`src/rtl/histo_readout_if.sv`:
```
// rtl/histo_readout_if.sv - histogram read port and output byte stream between histo_readout and its neighbours
interface histo_readout_if #(
  parameter int BIN_W = 10,
  parameter int CNT_W = 24
);
  logic             histo_done;
  logic             hist_rw;
  logic [BIN_W-1:0] hist_bin;
  logic [CNT_W-1:0] hist_data;
  logic [7:0]       out_data;
  logic             out_valid;
  logic             out_ready;

  modport master (
    input  histo_done, hist_data, out_ready,
    output hist_rw, hist_bin, out_data, out_valid
  );

  modport slave (
    output histo_done, hist_data, out_ready,
    input  hist_rw, hist_bin, out_data, out_valid
  );
endinterface

```
`src/rtl/histo_readout.sv`:
```
// rtl/histo_readout.sv - sweeps the histogram on histo_done and streams it as a framed byte stream
// Optional per-frame 32-bit count sum before the footer: define HISTO_READOUT_SUM_EN.
module histo_readout #(
  parameter int NUM_BINS = 1024,
  parameter int BIN_W    = 10,
  parameter int CNT_W    = 24,
  parameter int RD_LAT   = 3
) (
  input  logic             clk,
  input  logic             rst,
  histo_readout_if.master  bus,
  output logic             busy,
  output logic [7:0]       frame_id,
  output logic [7:0]       overrun_cnt
);

  localparam int LAT_W = $clog2(RD_LAT + 1);
  localparam logic [BIN_W-1:0] LAST_BIN = BIN_W'(NUM_BINS - 1);
  localparam logic [LAT_W-1:0] LAT_MAX  = LAT_W'(RD_LAT);

  typedef enum logic [3:0] {
    S_IDLE, S_HDR0, S_HDR1, S_WAIT, S_B2, S_B1, S_B0,
`ifdef HISTO_READOUT_SUM_EN
    S_SUM3, S_SUM2, S_SUM1, S_SUM0,
`endif
    S_FOOT
  } state_t;

  state_t           state_q, state_d;
  logic             done_q, done_d;
  logic             rw_q, rw_d;
  logic [BIN_W-1:0] bin_q, bin_d;
  logic [7:0]       data_q, data_d;
  logic             valid_q, valid_d;
  logic             busy_q, busy_d;
  logic [7:0]       fid_q, fid_d;
  logic [7:0]       ovr_q, ovr_d;
  logic [LAT_W-1:0] lat_q, lat_d;
  logic             cap_q, cap_d;
  logic [CNT_W-1:0] hold_q, hold_d;
`ifdef HISTO_READOUT_SUM_EN
  logic [31:0]      sum_q, sum_d;
`endif

  logic             start;
  logic             xfer;
  logic             cnt_ready;
  logic [CNT_W-1:0] cnt_now;

  always_comb begin
    state_d = state_q;
    done_d  = bus.histo_done;
    rw_d    = rw_q;
    bin_d   = bin_q;
    data_d  = data_q;
    valid_d = valid_q;
    busy_d  = busy_q;
    fid_d   = fid_q;
    ovr_d   = ovr_q;
    lat_d   = lat_q;
    cap_d   = cap_q;
    hold_d  = hold_q;
`ifdef HISTO_READOUT_SUM_EN
    sum_d   = sum_q;
`endif

    start     = bus.histo_done & ~done_q;
    xfer      = valid_q & bus.out_ready;
    cnt_ready = cap_q | (lat_q == LAT_MAX);
    cnt_now   = cap_q ? hold_q : bus.hist_data;

    // The count is grabbed in whatever state we are in when the latency expires,
    // so a stalled header cannot make bin 0 miss its single valid cycle.
    if (state_q != S_IDLE && !cap_q) begin
      if (lat_q == LAT_MAX) begin
        hold_d = bus.hist_data;
        cap_d  = 1'b1;
      end else begin
        lat_d = lat_q + LAT_W'(1);
      end
    end

    if (start && state_q != S_IDLE && ovr_q != 8'hFF) begin
      ovr_d = ovr_q + 8'd1;
    end

    case (state_q)
      S_IDLE: if (start) begin
        state_d = S_HDR0;
        busy_d  = 1'b1;
        rw_d    = 1'b0;
        bin_d   = '0;
        valid_d = 1'b1;
        data_d  = 8'hA5;
        lat_d   = '0;
        cap_d   = 1'b0;
`ifdef HISTO_READOUT_SUM_EN
        sum_d   = '0;
`endif
      end
      S_HDR0: if (xfer) begin
        state_d = S_HDR1;
        data_d  = fid_q;
      end
      S_HDR1: if (xfer) begin
        state_d = S_WAIT;
        valid_d = 1'b0;
      end
      S_WAIT: if (cnt_ready) begin
        state_d = S_B2;
        valid_d = 1'b1;
        data_d  = cnt_now[23:16];
`ifdef HISTO_READOUT_SUM_EN
        sum_d   = sum_q + 32'(cnt_now);
`endif
      end
      S_B2: if (xfer) begin
        state_d = S_B1;
        data_d  = hold_q[15:8];
      end
      S_B1: if (xfer) begin
        state_d = S_B0;
        data_d  = hold_q[7:0];
      end
      S_B0: if (xfer) begin
        if (bin_q == LAST_BIN) begin
          bin_d   = '0;
`ifdef HISTO_READOUT_SUM_EN
          state_d = S_SUM3;
          data_d  = sum_q[31:24];
`else
          state_d = S_FOOT;
          data_d  = 8'h5A;
`endif
        end else begin
          bin_d   = bin_q + BIN_W'(1);
          state_d = S_WAIT;
          valid_d = 1'b0;
          lat_d   = '0;
          cap_d   = 1'b0;
        end
      end
`ifdef HISTO_READOUT_SUM_EN
      S_SUM3: if (xfer) begin
        state_d = S_SUM2;
        data_d  = sum_q[23:16];
      end
      S_SUM2: if (xfer) begin
        state_d = S_SUM1;
        data_d  = sum_q[15:8];
      end
      S_SUM1: if (xfer) begin
        state_d = S_SUM0;
        data_d  = sum_q[7:0];
      end
      S_SUM0: if (xfer) begin
        state_d = S_FOOT;
        data_d  = 8'h5A;
      end
`endif
      S_FOOT: if (xfer) begin
        state_d = S_IDLE;
        valid_d = 1'b0;
        busy_d  = 1'b0;
        rw_d    = 1'b1;
        fid_d   = fid_q + 8'd1;
      end
      default: state_d = S_IDLE;
    endcase
  end

  always_ff @(posedge clk) begin
    if (rst) begin
      state_q <= S_IDLE;
      done_q  <= 1'b0;
      rw_q    <= 1'b1;
      bin_q   <= '0;
      data_q  <= '0;
      valid_q <= 1'b0;
      busy_q  <= 1'b0;
      fid_q   <= '0;
      ovr_q   <= '0;
      lat_q   <= '0;
      cap_q   <= 1'b0;
      hold_q  <= '0;
`ifdef HISTO_READOUT_SUM_EN
      sum_q   <= '0;
`endif
    end else begin
      state_q <= state_d;
      done_q  <= done_d;
      rw_q    <= rw_d;
      bin_q   <= bin_d;
      data_q  <= data_d;
      valid_q <= valid_d;
      busy_q  <= busy_d;
      fid_q   <= fid_d;
      ovr_q   <= ovr_d;
      lat_q   <= lat_d;
      cap_q   <= cap_d;
      hold_q  <= hold_d;
`ifdef HISTO_READOUT_SUM_EN
      sum_q   <= sum_d;
`endif
    end
  end

  assign bus.hist_rw   = rw_q;
  assign bus.hist_bin  = bin_q;
  assign bus.out_data  = data_q;
  assign bus.out_valid = valid_q;
  assign busy          = busy_q;
  assign frame_id      = fid_q;
  assign overrun_cnt   = ovr_q;

endmodule
```
`src/flat_wrapper.sv`:
```
// flat-port wrapper written by rule: the top's interface ports become plain ports
module histo_readout_flat 
#(
  parameter int NUM_BINS = 1024,
  parameter int BIN_W    = 10,
  parameter int CNT_W    = 24,
  parameter int RD_LAT   = 3
)
  (clk, rst, busy, frame_id, overrun_cnt, bus_histo_done, bus_hist_data, bus_out_ready, bus_hist_rw, bus_hist_bin, bus_out_data, bus_out_valid);
  histo_readout_if #(.BIN_W(BIN_W), .CNT_W(CNT_W)) bus_i ();
  input  logic clk;
  input  logic rst;
  output logic busy;
  output logic [7:0] frame_id;
  output logic [7:0] overrun_cnt;
  input wire logic [$bits(bus_i.histo_done)-1:0] bus_histo_done;
  input wire logic [$bits(bus_i.hist_data)-1:0] bus_hist_data;
  input wire logic [$bits(bus_i.out_ready)-1:0] bus_out_ready;
  output wire logic [$bits(bus_i.hist_rw)-1:0] bus_hist_rw;
  output wire logic [$bits(bus_i.hist_bin)-1:0] bus_hist_bin;
  output wire logic [$bits(bus_i.out_data)-1:0] bus_out_data;
  output wire logic [$bits(bus_i.out_valid)-1:0] bus_out_valid;
  assign bus_i.histo_done = bus_histo_done;
  assign bus_i.hist_data = bus_hist_data;
  assign bus_i.out_ready = bus_out_ready;
  assign bus_hist_rw = bus_i.hist_rw;
  assign bus_hist_bin = bus_i.hist_bin;
  assign bus_out_data = bus_i.out_data;
  assign bus_out_valid = bus_i.out_valid;
  histo_readout #(.NUM_BINS(NUM_BINS), .BIN_W(BIN_W), .CNT_W(CNT_W), .RD_LAT(RD_LAT)) u_core (.clk(clk), .rst(rst), .bus(bus_i), .busy(busy), .frame_id(frame_id), .overrun_cnt(overrun_cnt));
endmodule
```
`config.mk`:
```
export PLATFORM = sky130hd
export DESIGN_NAME = histo_readout_flat
export DESIGN_NICKNAME = d
export VERILOG_FILES = /design/src/rtl/histo_readout_if.sv /design/src/rtl/histo_readout.sv /design/src/flat_wrapper.sv
export SDC_FILE = /design/constraint.sdc
export NUM_CORES = 1
export LEC_CHECK = 0
export ABC_AREA = 1
export CAP_MARGIN = 20
export CORE_ASPECT_RATIO = 1.5
export CORE_MARGIN = 2
export CORE_UTILIZATION = 51
export DETAILED_ROUTE_END_ITERATION = 7
export GPL_TIMING_DRIVEN = 0
export HOLD_SLACK_MARGIN = 0.1
export MAX_ROUTING_LAYER = met4
export PLACE_DENSITY = 0.84
export SLEW_MARGIN = 20
export SYNTH_ARGS = -nofsm -noshare
export SYNTH_HDL_FRONTEND = slang
export SYNTH_SLANG_ARGS = --single-unit
```
`constraint.sdc`:
```
create_clock -name clk -period 2.2 [get_ports clk]
set_input_delay 0.66 -clock clk [delete_from_list [all_inputs] [get_ports clk]]
set_output_delay 0.66 -clock clk [all_outputs]
set_load 0.03 [all_outputs]
```
==> metrics.md <==
| Metric | Value |
|---|---|
| CP Data Arrival Time | 1.48 ns |
| WL/cell | 13.4 µm |
| Sequential power share | 0.324 |
| DR vias | 3480 |
| Power, Total | 4.60 mW |
| Final hold vios | 0 |
| WL final | 8.83 mm |
| Distinct cells, synth | 35 |
| CP max stage delay | 0.70 ns |
| Reg clk slew, reported paths | 0.07 ns |
| Pre-Repair DR Iteration Count | 5 |
| Slowest cell on crit path | clkdlybuf4s50_1 |
| Vias in the first global route | 3263 |
| RSZ-0062 raised after global routing | no |
| Power per Cell Area | 1040 mW/mm² |
| Clk network pwr share | 0.263 |
| Period utilization | 0.972 |
| First-pass GRT wire length | 14.7 mm |
| Post-synthesis simple-gate area fraction | 0.338 |
| Core Rows | 36 |
| Initial DRC Count | 271 |
| Average cell area after synthesis | 6.83 µm² |
| Synth area leader | dfxtp_1 |
| Share of post-route cells with drive strength above 1 | 0.0805 |
| Clk root buf | clkbuf_8 |
| Die height | 105 µm |
| Met1 wire length | 3.67 mm |
| CP Buf/Inv Count | 1 |
| Synth-to-Final Area Change | 28.4% |
| CTS Buffer Depth | 2 |
| CTS Buf Count | 9 |
| N_diodes | 0 |
| Critical Path Start Type | flip-flop |
| Placed instance area | 0.00418 mm² |
| Switching portion of total power | 0.389 |
| Status | complete, no violations |
| Core area | 0.00653 mm² |
| ANT nets after route | 0 |
| H-tree lvl count | 3 |
| DRC viols | 0 |
| Xor and xnor area share after synthesis | 0.0254 |
| Post CTS Setup Buffer Count | 0 |
| Worst Setup Path Type | flip-flop to output port |
| Final setup vio count | 0 |
| HPWL Detailed | 6.54 mm |
| P_int | 2.81 mW |
| Worst-path fanout max | 4 |
| TritonCTS clock tree | yes |
| Initial Util | 0.527 |
| Vias per cell | 5.27 |
| Mux share of post-synthesis cell area | 0 |
| Cells along the critical path | clkdlybuf4s50_1 |
| Sequential element share of the synthesized area | 0.395 |
| NumNets Final | 616 |
| Worst rel slew slack | 0.574 |
| Die X-Extent | 71.1 µm |
| Grt ovf | 0 |
| Slew Limit Fails | 0 |
| I/O pin total | 65 |
| Post-synth top area share | 0.395 |
| Final core utilization | 0.677 |
| Synth Area in Compound Gates | 0.126 |
| Combinational share of power | 0.413 |
| Largest delay share family, worst path | buffers and inverters |
| Largest family of logic cells by synthesized area | simple AND/OR/NAND/NOR gates |
| Max Freq | 0.467 GHz |
| Adder-cell area share of the yosys netlist | 0.0327 |
| Fin crit period | 2.14 ns |
| Clock latency on the worst-skew pair | 0.36 ns |
| WL met2 | 4.52 mm |
| # clock sinks | 68 |
| IO buf count | 64 |
| Largest net degree at the start of global routing | 12 |
| Max Cap Viol | 0 |
| Post-synth net total | 541 |
| Total track usage | 0.252 |
| Worst Clk Skew | 0.0110 ns |
| Cell area after synthesis | 0.00344 mm² |
| Worst Tran Pin Value | 0.639 ns |
| Setup crit end kind | output port |
| Synth top area cells | dfxtp_1, nor2_1, nand2_1 |
| Antenna violations before repair | 0 |
| VDD IR max | 0.742 mV |
| Synth Instances | 504 |
| Placer Congestion | 0.874 |
| Die area | 0.00744 mm² |
| Post-route cell area | 0.00442 mm² |
| Lkg Pwr | 1.91 nW |
| Highest metal used | met4 |
| Crit path required time | 1.54 ns |
| Hold/Removal Path Class | flip-flop to flip-flop |
| Synthesized flop and latch total | 68 |
| Met3 wire length | 430 µm |
| Net Sw Power | 1.79 mW |
| Yosys Warn Count | 0 |
==> through the flow <==
stage	hold WS (ns)	setup WS, ns	instances	setup TNS (ns)
CTS	0.457	0.0209	660	0
finish	0.455	0.0605	660	0
global placement	0.439	-0.140	644	-1.51
global route	0.485	0.0149	660	0
floorplan	0.430	0.497	504	0
detailed placement	0.447	-0.182	644	-2.03
==> layer usage <==
layer | vias up | global-route usage
li1 | 1759 | -
met1 | 1598 | 0.289
met2 | 104 | 0.429
met3 | 19 | 0.0338
met4 | 0 | 0.117
met5 | - | -
==> placed cells by master, fill, tap and decap left out, types with 4 or more instances in the layout <==
master,netlist,routed
nor2_1,100,100
nand2_1,94,94
dfxtp_1,68,68
clkdlybuf4s50_1,0,60
inv_1,53,53
a21oi_1,38,38
nand3_1,37,37
o21ai_0,33,33
clkbuf_8,0,12
ha_1,9,9
clkbuf_1,7,8
nand4_1,8,8
xor2_1,7,7
nand2_2,5,5
nor2_2,4,4
nor3_1,4,4
inv_2,4,4
o22ai_1,4,4
==> state kept, by name (all words and copies together), names as in the netlist, 2 cells and up <==
signal and cells:
u_core.bus.out_data 8, u_core.hold_q 24, u_core.frame_id 8, u_core.lat_q 2, u_core.bus.hist_bin 10, u_core.state_q 3, u_core.overrun_cnt 8
==> repair_timing <==
action	in CTS	in global routing
gates resized for setup	1	3
endpoints found under the setup margin	1	3
hold buffers	0	0
==> power by group through the flow <==
stage	sequential [mW]	combinational, mW	clock (mW)
3_5_place_dp	1.52	1.89	0
4_1_cts	1.49	1.90	1.21
5_1_grt	1.51	2.10	1.26
3_3_place_gp	1.51	1.84	0
2_1_floorplan	1.74	1.11	0
6_report	1.49	1.90	1.21
==> worst min-delay path: stages (launching register included) <==
cell     delay [ns]
dfxtp_1        0.30
inv_1          0.06
a21oi_1        0.05
==> final timing paths <==
kind | endpoint | slack, ns | depth (start not counted) | from
max | frame_id[4] | 0.06 | 1 | u_core.frame_id[4]$_SDFFE_PP0P_
min | u_core.hold_q[15]$_SDFFE_PP0P_ | 0.46 | 2 | u_core.hold_q[15]$_SDFFE_PP0P_
max reg2reg | u_core.bus.out_data[0]$_SDFFE_PP0P_ | 0.20 | 12 | u_core.state_q[0]$_SDFFE_PP0P_
min reg2reg | u_core.hold_q[15]$_SDFFE_PP0P_ | 0.46 | 2 | u_core.hold_q[15]$_SDFFE_PP0P_
==> kinds of logic (layout without fill, tap and decap cells) <==
group	count (synthesis)	in the layout
AOI/OAI and AO/OA	82	82
xor gates and xnor gates	10	10
adders and majority gates	9	9
buffers and inverters	71	151
DFF	68	68
and+or+nand+nor	264	264
==> synth_stat cells <==
| library cell | number |
|---|---|
| clkinv_1 | 1 |
| ha_1 | 9 |
| o22ai_1 | 4 |
| nand3_1 | 37 |
| a31oi_1 | 1 |
| xnor2_1 | 3 |
| nor2_1 | 100 |
| or2_1 | 1 |
| nand4_1 | 8 |
| clkbuf_2 | 1 |
| inv_2 | 4 |
| o211ai_1 | 1 |
| o21ai_1 | 1 |
| buf_2 | 3 |
| nor3_2 | 1 |
| buf_6 | 2 |
| xor2_1 | 7 |
| nand3_4 | 1 |
| nor2_4 | 3 |
| nand2_4 | 2 |
| nand3b_1 | 1 |
| nor2_2 | 4 |
| nand4_2 | 1 |
| nor3_1 | 4 |
| inv_1 | 53 |
| o21ai_2 | 2 |
| nand2_2 | 5 |
| nand2_1 | 94 |
| dfxtp_1 | 68 |
| o21bai_1 | 1 |
| a21oi_1 | 38 |
| a31o_2 | 1 |
| or2_2 | 2 |
| clkbuf_1 | 7 |
| o21ai_0 | 33 |
==> cell type report <==
type	count	area, µm²
Clock inverter	3	67.6
Inverter	58	218
Tap cell	76	95.1
Buffer	13	68.8
Multi-Input combinational cell	365	1800
Fill cell	564	2110
Clock buffer	13	169
Sequential cell	68	1360
Timing Repair Buffer	64	647
Note: power is estimated with default switching activity, not from simulation.
